==> src/rtl/instr_encoder_if.sv <==
// Request, instruction-memory write and session-status signals of the MIPS instruction encoder.
// The encoder connects through the slave modport; the loader or bench driving it uses master.
interface instr_encoder_if #(
  parameter int CNT_W = 16
);
  logic             start_i;
  logic [31:0]      base_addr_i;
  logic             req_valid_i;
  logic             req_ready_o;
  logic [3:0]       req_op_i;
  logic [4:0]       req_rs_i;
  logic [4:0]       req_rt_i;
  logic [4:0]       req_rd_i;
  logic [15:0]      req_imm_i;
  logic [25:0]      req_target_i;
  logic             req_last_i;
  logic             mem_we_o;
  logic [31:0]      mem_addr_o;
  logic [31:0]      mem_data_o;
  logic             mem_ack_i;
  logic             busy_o;
  logic             done_o;
  logic             err_o;
  logic [CNT_W-1:0] count_o;

  modport slave (
    input  start_i, base_addr_i, req_valid_i, req_op_i, req_rs_i, req_rt_i,
           req_rd_i, req_imm_i, req_target_i, req_last_i, mem_ack_i,
    output req_ready_o, mem_we_o, mem_addr_o, mem_data_o, busy_o, done_o,
           err_o, count_o
  );

  modport master (
    output start_i, base_addr_i, req_valid_i, req_op_i, req_rs_i, req_rt_i,
           req_rd_i, req_imm_i, req_target_i, req_last_i, mem_ack_i,
    input  req_ready_o, mem_we_o, mem_addr_o, mem_data_o, busy_o, done_o,
           err_o, count_o
  );
endinterface

==> src/rtl/instr_encoder.sv <==
// Boot loader that turns field-level MIPS instruction requests into machine words
// and writes them sequentially into instruction memory over a write/ack port.
//
// state | meaning
// IDLE  | waiting for start_i
// RUN   | ready for a request
// WRITE | holding a write until mem_ack_i
// DONE  | one-cycle done_o pulse, then IDLE
module instr_encoder #(
  parameter int MAX_WORDS = 256,
  parameter int CNT_W     = 16
) (
  input  logic           clk_i,
  input  logic           rst_i,
  instr_encoder_if.slave bus
);

  typedef enum logic [1:0] {IDLE, RUN, WRITE, DONE} state_t;

  localparam logic [CNT_W-1:0] MAX_CNT = CNT_W'(MAX_WORDS);
  localparam logic [CNT_W-1:0] CNT_ONE = CNT_W'(1);

  state_t      state, state_nxt;
  logic        last_q;
  logic [31:0] enc_word;
  logic        legal;
  logic        accept;
  logic        store;

  always_comb begin
    enc_word = '0;
    legal    = 1'b1;
    case (bus.req_op_i)
      4'd0:  enc_word = {6'b000000, bus.req_rs_i, bus.req_rt_i, bus.req_rd_i, 5'b0, 6'b100000};
      4'd1:  enc_word = {6'b000000, bus.req_rs_i, bus.req_rt_i, bus.req_rd_i, 5'b0, 6'b100010};
      4'd2:  enc_word = {6'b000000, bus.req_rs_i, bus.req_rt_i, bus.req_rd_i, 5'b0, 6'b100100};
      4'd3:  enc_word = {6'b000000, bus.req_rs_i, bus.req_rt_i, bus.req_rd_i, 5'b0, 6'b100101};
      4'd4:  enc_word = {6'b000000, bus.req_rs_i, bus.req_rt_i, bus.req_rd_i, 5'b0, 6'b101010};
      4'd5:  enc_word = {6'b000000, bus.req_rs_i, 15'b0, 6'b001000};
      4'd6:  enc_word = {6'b001000, bus.req_rs_i, bus.req_rt_i, bus.req_imm_i};
      4'd7:  enc_word = {6'b001010, bus.req_rs_i, bus.req_rt_i, bus.req_imm_i};
      4'd8:  enc_word = {6'b000100, bus.req_rs_i, bus.req_rt_i, bus.req_imm_i};
      4'd9:  enc_word = {6'b100011, bus.req_rs_i, bus.req_rt_i, bus.req_imm_i};
      4'd10: enc_word = {6'b101011, bus.req_rs_i, bus.req_rt_i, bus.req_imm_i};
      4'd11: enc_word = {6'b000010, bus.req_target_i};
      4'd12: enc_word = {6'b000011, bus.req_target_i};
      default: legal = 1'b0;
    endcase
  end

  assign accept = (state == RUN) && bus.req_valid_i;
  assign store  = accept && legal && (bus.count_o < MAX_CNT);

  always_ff @(posedge clk_i or posedge rst_i) begin
    if (rst_i) state <= IDLE;
    else       state <= state_nxt;
  end

  always_comb begin
    state_nxt       = state;
    bus.req_ready_o = 1'b0;
    bus.busy_o      = 1'b1;
    bus.done_o      = 1'b0;
    case (state)
      IDLE: begin
        bus.busy_o = 1'b0;
        if (bus.start_i) state_nxt = RUN;
      end
      RUN: begin
        bus.req_ready_o = 1'b1;
        if (store)                         state_nxt = WRITE;
        else if (accept && bus.req_last_i) state_nxt = DONE;
      end
      WRITE: begin
        if (bus.mem_ack_i) state_nxt = last_q ? DONE : RUN;
      end
      DONE: begin
        bus.done_o = 1'b1;
        state_nxt  = IDLE;
      end
      default: state_nxt = IDLE;
    endcase
  end

  // Dropped requests (illegal op or full session) only raise the sticky error.
  always_ff @(posedge clk_i or posedge rst_i) begin
    if (rst_i) begin
      bus.mem_we_o   <= 1'b0;
      bus.mem_addr_o <= '0;
      bus.mem_data_o <= '0;
      bus.count_o    <= '0;
      bus.err_o      <= 1'b0;
      last_q         <= 1'b0;
    end else begin
      case (state)
        IDLE: begin
          if (bus.start_i) begin
            bus.mem_addr_o <= bus.base_addr_i;
            bus.count_o    <= '0;
            bus.err_o      <= 1'b0;
          end
        end
        RUN: begin
          if (store) begin
            bus.mem_data_o <= enc_word;
            bus.mem_we_o   <= 1'b1;
            last_q         <= bus.req_last_i;
          end else if (accept) begin
            bus.err_o <= 1'b1;
          end
        end
        WRITE: begin
          if (bus.mem_ack_i) begin
            bus.mem_we_o   <= 1'b0;
            bus.mem_addr_o <= bus.mem_addr_o + 32'd4;
            bus.count_o    <= bus.count_o + CNT_ONE;
          end
        end
        default: ;
      endcase
    end
  end

endmodule
==> src/flat_wrapper.sv <==
// flat-port wrapper written by rule: the top's interface ports become plain ports
module instr_encoder_flat 
#(
  parameter int MAX_WORDS = 256,
  parameter int CNT_W     = 16
)
  (clk_i, rst_i, bus_start_i, bus_base_addr_i, bus_req_valid_i, bus_req_op_i, bus_req_rs_i, bus_req_rt_i, bus_req_rd_i, bus_req_imm_i, bus_req_target_i, bus_req_last_i, bus_mem_ack_i, bus_req_ready_o, bus_mem_we_o, bus_mem_addr_o, bus_mem_data_o, bus_busy_o, bus_done_o, bus_err_o, bus_count_o);
  instr_encoder_if #(.CNT_W(CNT_W)) bus_i ();
  input  logic clk_i;
  input  logic rst_i;
  input wire logic [$bits(bus_i.start_i)-1:0] bus_start_i;
  input wire logic [$bits(bus_i.base_addr_i)-1:0] bus_base_addr_i;
  input wire logic [$bits(bus_i.req_valid_i)-1:0] bus_req_valid_i;
  input wire logic [$bits(bus_i.req_op_i)-1:0] bus_req_op_i;
  input wire logic [$bits(bus_i.req_rs_i)-1:0] bus_req_rs_i;
  input wire logic [$bits(bus_i.req_rt_i)-1:0] bus_req_rt_i;
  input wire logic [$bits(bus_i.req_rd_i)-1:0] bus_req_rd_i;
  input wire logic [$bits(bus_i.req_imm_i)-1:0] bus_req_imm_i;
  input wire logic [$bits(bus_i.req_target_i)-1:0] bus_req_target_i;
  input wire logic [$bits(bus_i.req_last_i)-1:0] bus_req_last_i;
  input wire logic [$bits(bus_i.mem_ack_i)-1:0] bus_mem_ack_i;
  output wire logic [$bits(bus_i.req_ready_o)-1:0] bus_req_ready_o;
  output wire logic [$bits(bus_i.mem_we_o)-1:0] bus_mem_we_o;
  output wire logic [$bits(bus_i.mem_addr_o)-1:0] bus_mem_addr_o;
  output wire logic [$bits(bus_i.mem_data_o)-1:0] bus_mem_data_o;
  output wire logic [$bits(bus_i.busy_o)-1:0] bus_busy_o;
  output wire logic [$bits(bus_i.done_o)-1:0] bus_done_o;
  output wire logic [$bits(bus_i.err_o)-1:0] bus_err_o;
  output wire logic [$bits(bus_i.count_o)-1:0] bus_count_o;
  assign bus_i.start_i = bus_start_i;
  assign bus_i.base_addr_i = bus_base_addr_i;
  assign bus_i.req_valid_i = bus_req_valid_i;
  assign bus_i.req_op_i = bus_req_op_i;
  assign bus_i.req_rs_i = bus_req_rs_i;
  assign bus_i.req_rt_i = bus_req_rt_i;
  assign bus_i.req_rd_i = bus_req_rd_i;
  assign bus_i.req_imm_i = bus_req_imm_i;
  assign bus_i.req_target_i = bus_req_target_i;
  assign bus_i.req_last_i = bus_req_last_i;
  assign bus_i.mem_ack_i = bus_mem_ack_i;
  assign bus_req_ready_o = bus_i.req_ready_o;
  assign bus_mem_we_o = bus_i.mem_we_o;
  assign bus_mem_addr_o = bus_i.mem_addr_o;
  assign bus_mem_data_o = bus_i.mem_data_o;
  assign bus_busy_o = bus_i.busy_o;
  assign bus_done_o = bus_i.done_o;
  assign bus_err_o = bus_i.err_o;
  assign bus_count_o = bus_i.count_o;
  instr_encoder #(.MAX_WORDS(MAX_WORDS), .CNT_W(CNT_W)) u_core (.clk_i(clk_i), .rst_i(rst_i), .bus(bus_i));
endmodule
==> config.mk <==
export PLATFORM = sky130hd
export DESIGN_NAME = instr_encoder_flat
export DESIGN_NICKNAME = d
export VERILOG_FILES = /design/src/rtl/instr_encoder_if.sv /design/src/rtl/instr_encoder.sv /design/src/flat_wrapper.sv
export SDC_FILE = /design/constraint.sdc
export NUM_CORES = 1
export LEC_CHECK = 0
export BUFFER_PORTS_ARGS = -buffer_cell sky130_fd_sc_hd__buf_2
export CORE_AREA = 4 4 101 103
export CTS_CLUSTER_SIZE = 16
export DETAILED_ROUTE_END_ITERATION = 12
export DIE_AREA = 0 0 105 107
export HOLD_SLACK_MARGIN = 0.05
export PLACE_DENSITY = 0.84
export RECOVER_POWER = 100
export SYNTH_ARGS = -nofsm -noshare
export SYNTH_HDL_FRONTEND = slang
export SYNTH_SLANG_ARGS = --single-unit
==> constraint.sdc <==
create_clock -name clk_i -period 5.6 [get_ports clk_i]
set_clock_uncertainty 0.2 [all_clocks]
set_input_delay 1.12 -clock clk_i [delete_from_list [all_inputs] [get_ports clk_i]]
set_output_delay 1.12 -clock clk_i [all_outputs]
set_load 0.05 [all_outputs]
==> flow_summary.yaml <==
setup_path:
  start_kind: "input pin"
  crit_slowest_cell: "nor2_1"
  cpPeakStageDelay_ns: 1.39
  crit_start: "bus_start_i"
  path_cells: "clkbuf_1 > mux2i_1 > nor2_1 > nand2_1 > o221a_2"
  critPathMaxFanout: 28
  cp-end-kind: "register"
  r2r_setup_slack_ns: 2.20
  r2r_cells: 4
  critPathKind: "input pin to register"
  r2r-start: "u_core.state[1]"
  reg2reg_to: "u_core.bus.mem_addr_o[15]"
  cp.arrival_ns: 3.90
  cp_data_required_time_ns: 5.64
run:
  drv_cap: 3
die:
  start_util: 0.5332
  die-area_sq_um: 11240
  die_w_microns: 105
  core-area_sq_um: 9196
  ios: 184
  die_y_microns: 107
  rows: 35
routing:
  detailroute.via_count: 5269
  ant_nets: 0
  first_iter_violations: 340
  wl_mm: 15.12
  wl_per_cell_microns: 17.78
  firstDrtPassIters: 5
  drc_errors: 0
  via_per_inst: 6.199
clock_network:
  insertion_delay_ns: 0.36
  cts_tree: "done"
  cts_made_buffers: 9
  ctsHoldBuffers: 0
  cts.path.max_buffers: 2
  ctsResizeCount: 0
  cts_root_buffer: "clkbuf_8"
  clkTransAtPathRegs_ns: 0.08
  cts.sinks: 84
  post_cts.repair.setup_buffers: 0
  htreeDepth: 3
synth:
  async_reset_ff_frac: 1.000
  syn_area_sq_um: 4903
  netlist_instances: 580
  synth-edff-count: 0
  yosysWarningCount: 0
  yosysSeqAreaShare: 0.4287
  ys_dominant_reg_cell: "dfrtp_1"
  syn_nets: 681
  yosysUniqueCellTypes: 58
  synth_seq_cells: 84
  avgSynthCellArea_sq_um: 8.454
hold_path:
  hold_start: "u_core.last_q"
  hold-path-endpoint: "u_core.last_q"
  hold_path_depth: 2
  min_path_type: "register to register"
finish:
  final_cell_mix: "buf_2, clkbuf_1, dfrtp_1"
  antenna_cells: 0
  nets: 835
  area_growth_pct: 20.31
  drive_gt1_frac: 0.1732
  final_util: 0.6415
  final_common_cell: "buf_2"
timing:
  period_minus_slack_ns: 3.856
  slew_headroom: -0.2292
  period_share: 0.6886
  worstMarginPinSlew_ns: 1.837
  tns_ns: 0
  slew_viol_final: 93
  finalSetupViolations: 0
  finalHoldViolCount: 0
  fmax_ghz: 0.2593
  rsz0062_at_grt: "false"
global_routing:
  grt_pass1_wl_mm: 24.12
  grt_max_degree: 52
  grt-ovfl-total: 0
  busiest_layer: "met2"
  grt_use_total: 0.2609
  antenna_found_initial: 0
  use_met3: 0.05298
  met1_usage: 0.3342
  grt_util_met2: 0.4395
  grt_pass1_vias: 5001
placement:
  io_buffers: 182
  place.gp.congestion: 0.8799
  dp_hpwl_mm: 10.96
power_and_ir_drop:
  p_leak_nw: 2.552
  irDropWorstVdd_mv: 0.4296
  p_per_area_nw_per_um2: 583.2
run_status:
  outcome: "complete, but fails checks"
  violations: "max-capacitance violations, max-slew violations"
## logic make-up after synthesis
logic type,after synthesis,share of synthesized area
xor gates and xnor gates,14,0.02501
and+or+nand+nor,238,0.2452
AOI/OAI and AO/OA,184,0.2447
other,1,0.0007648
adders and majority gates,2,0.005103
muxes,1,0.002041
buffers and inverters,56,0.04848
DFF,84,0.4287
## per-stage QoR
stage	hold WS (ns)	cells	area (sq um)	total power (W)	setup WS [ns]
2_1_floorplan	0.2334	580	4903	0.002524	2.115
3_3_place_gp	0.2456	834	5801	0.002954	2.127
3_5_place_dp	0.2562	834	5801	0.003008	2.017
4_1_cts	0.2748	850	6037	0.003511	2.383
5_1_grt	0.2977	850	5899	0.003633	1.540
6_report	0.2713	850	5899	0.003440	1.744
## synthesized netlist by cell type (all sizes together), types with 3 or more instances
library cell | number | area, sq um
a221oi | 7 | 61.31
nor4 | 4 | 55.05
or2 | 4 | 25.03
o21ai | 40 | 200.2
nand4 | 13 | 81.33
nand2b | 6 | 37.54
dfrtp | 84 | 2102
or3 | 4 | 25.02
nand3 | 47 | 245.2
nor3 | 8 | 40.04
o22ai | 16 | 100.1
nor2b | 8 | 50.05
o31ai | 3 | 27.52
a32oi | 3 | 26.28
nand2 | 67 | 251.5
inv | 13 | 48.80
a22oi | 26 | 195.2
a21oi | 49 | 252.8
nor2 | 49 | 183.9
a311oi | 10 | 87.58
and3 | 16 | 100.1
and2 | 3 | 18.77
a211oi | 3 | 22.52
xor2 | 12 | 105.1
clkbuf | 30 | 112.6
a31oi | 4 | 25.02
buf | 13 | 76.32
o22a | 8 | 70.07
## critical path: cells and delay by family
kind | cells | cell delay (ns)
and+or+nand+nor | 2 | 1.83
muxes | 1 | 0.21
AOI/OAI and AO/OA | 1 | 0.43
buffers and inverters | 1 | 0.30
## how the worst max path moves through the flow
stage          slack [ns]  depth (start not counted)                         to
6_report             1.74                          5  u_core.bus.mem_addr_o[15]
5_1_grt              1.54                          5  u_core.bus.mem_addr_o[15]
4_1_cts              2.38                          6   u_core.bus.mem_data_o[0]
3_5_place_dp         2.02                          6   u_core.bus.mem_data_o[0]
3_3_place_gp         2.13                          6   u_core.bus.mem_data_o[0]
2_1_floorplan        2.11                          1      u_core.bus.count_o[0]
## where the power goes
group | switching, W | total [W] | internal [W] | leakage [nW]
Combinational | 0.00144 | 0.00183 | 0.000387 | 1.39
Sequential | 0.000261 | 0.00111 | 0.000849 | 1.05
Clock | 0.000217 | 0.000505 | 0.000288 | 0.116
Total | 0.00192 | 0.00344 | 0.00152 | 2.55
## metal layers
| metal | routed length [microns] | up-vias |
|---|---|---|
| li1 | - | 2448 |
| met1 | 5953 | 2526 |
| met2 | 7580 | 264 |
| met3 | 1240 | 31 |
| met4 | 342 | 0 |
| met5 | 0 | - |
## cell type report
class | count | area (sq um)
clock inverters | 3 | 67.56
inverters | 13 | 50.05
clock buffers | 13 | 168.9
multi-input cells | 440 | 2539
flip-flops and latches | 84 | 2102
fillers | 840 | 3297
well taps | 111 | 138.9
repair buffers | 186 | 833.3
## sequential cells by signal, summed over array words and instances (netlist names)
signal	count
u_core.last_q	1
u_core.bus.mem_we_o	1
u_core.bus.mem_addr_o	32
u_core.bus.err_o	1
u_core.bus.count_o	16
u_core.bus.mem_data_o	31
u_core.state	2
Power figures use the tool's default switching activity.
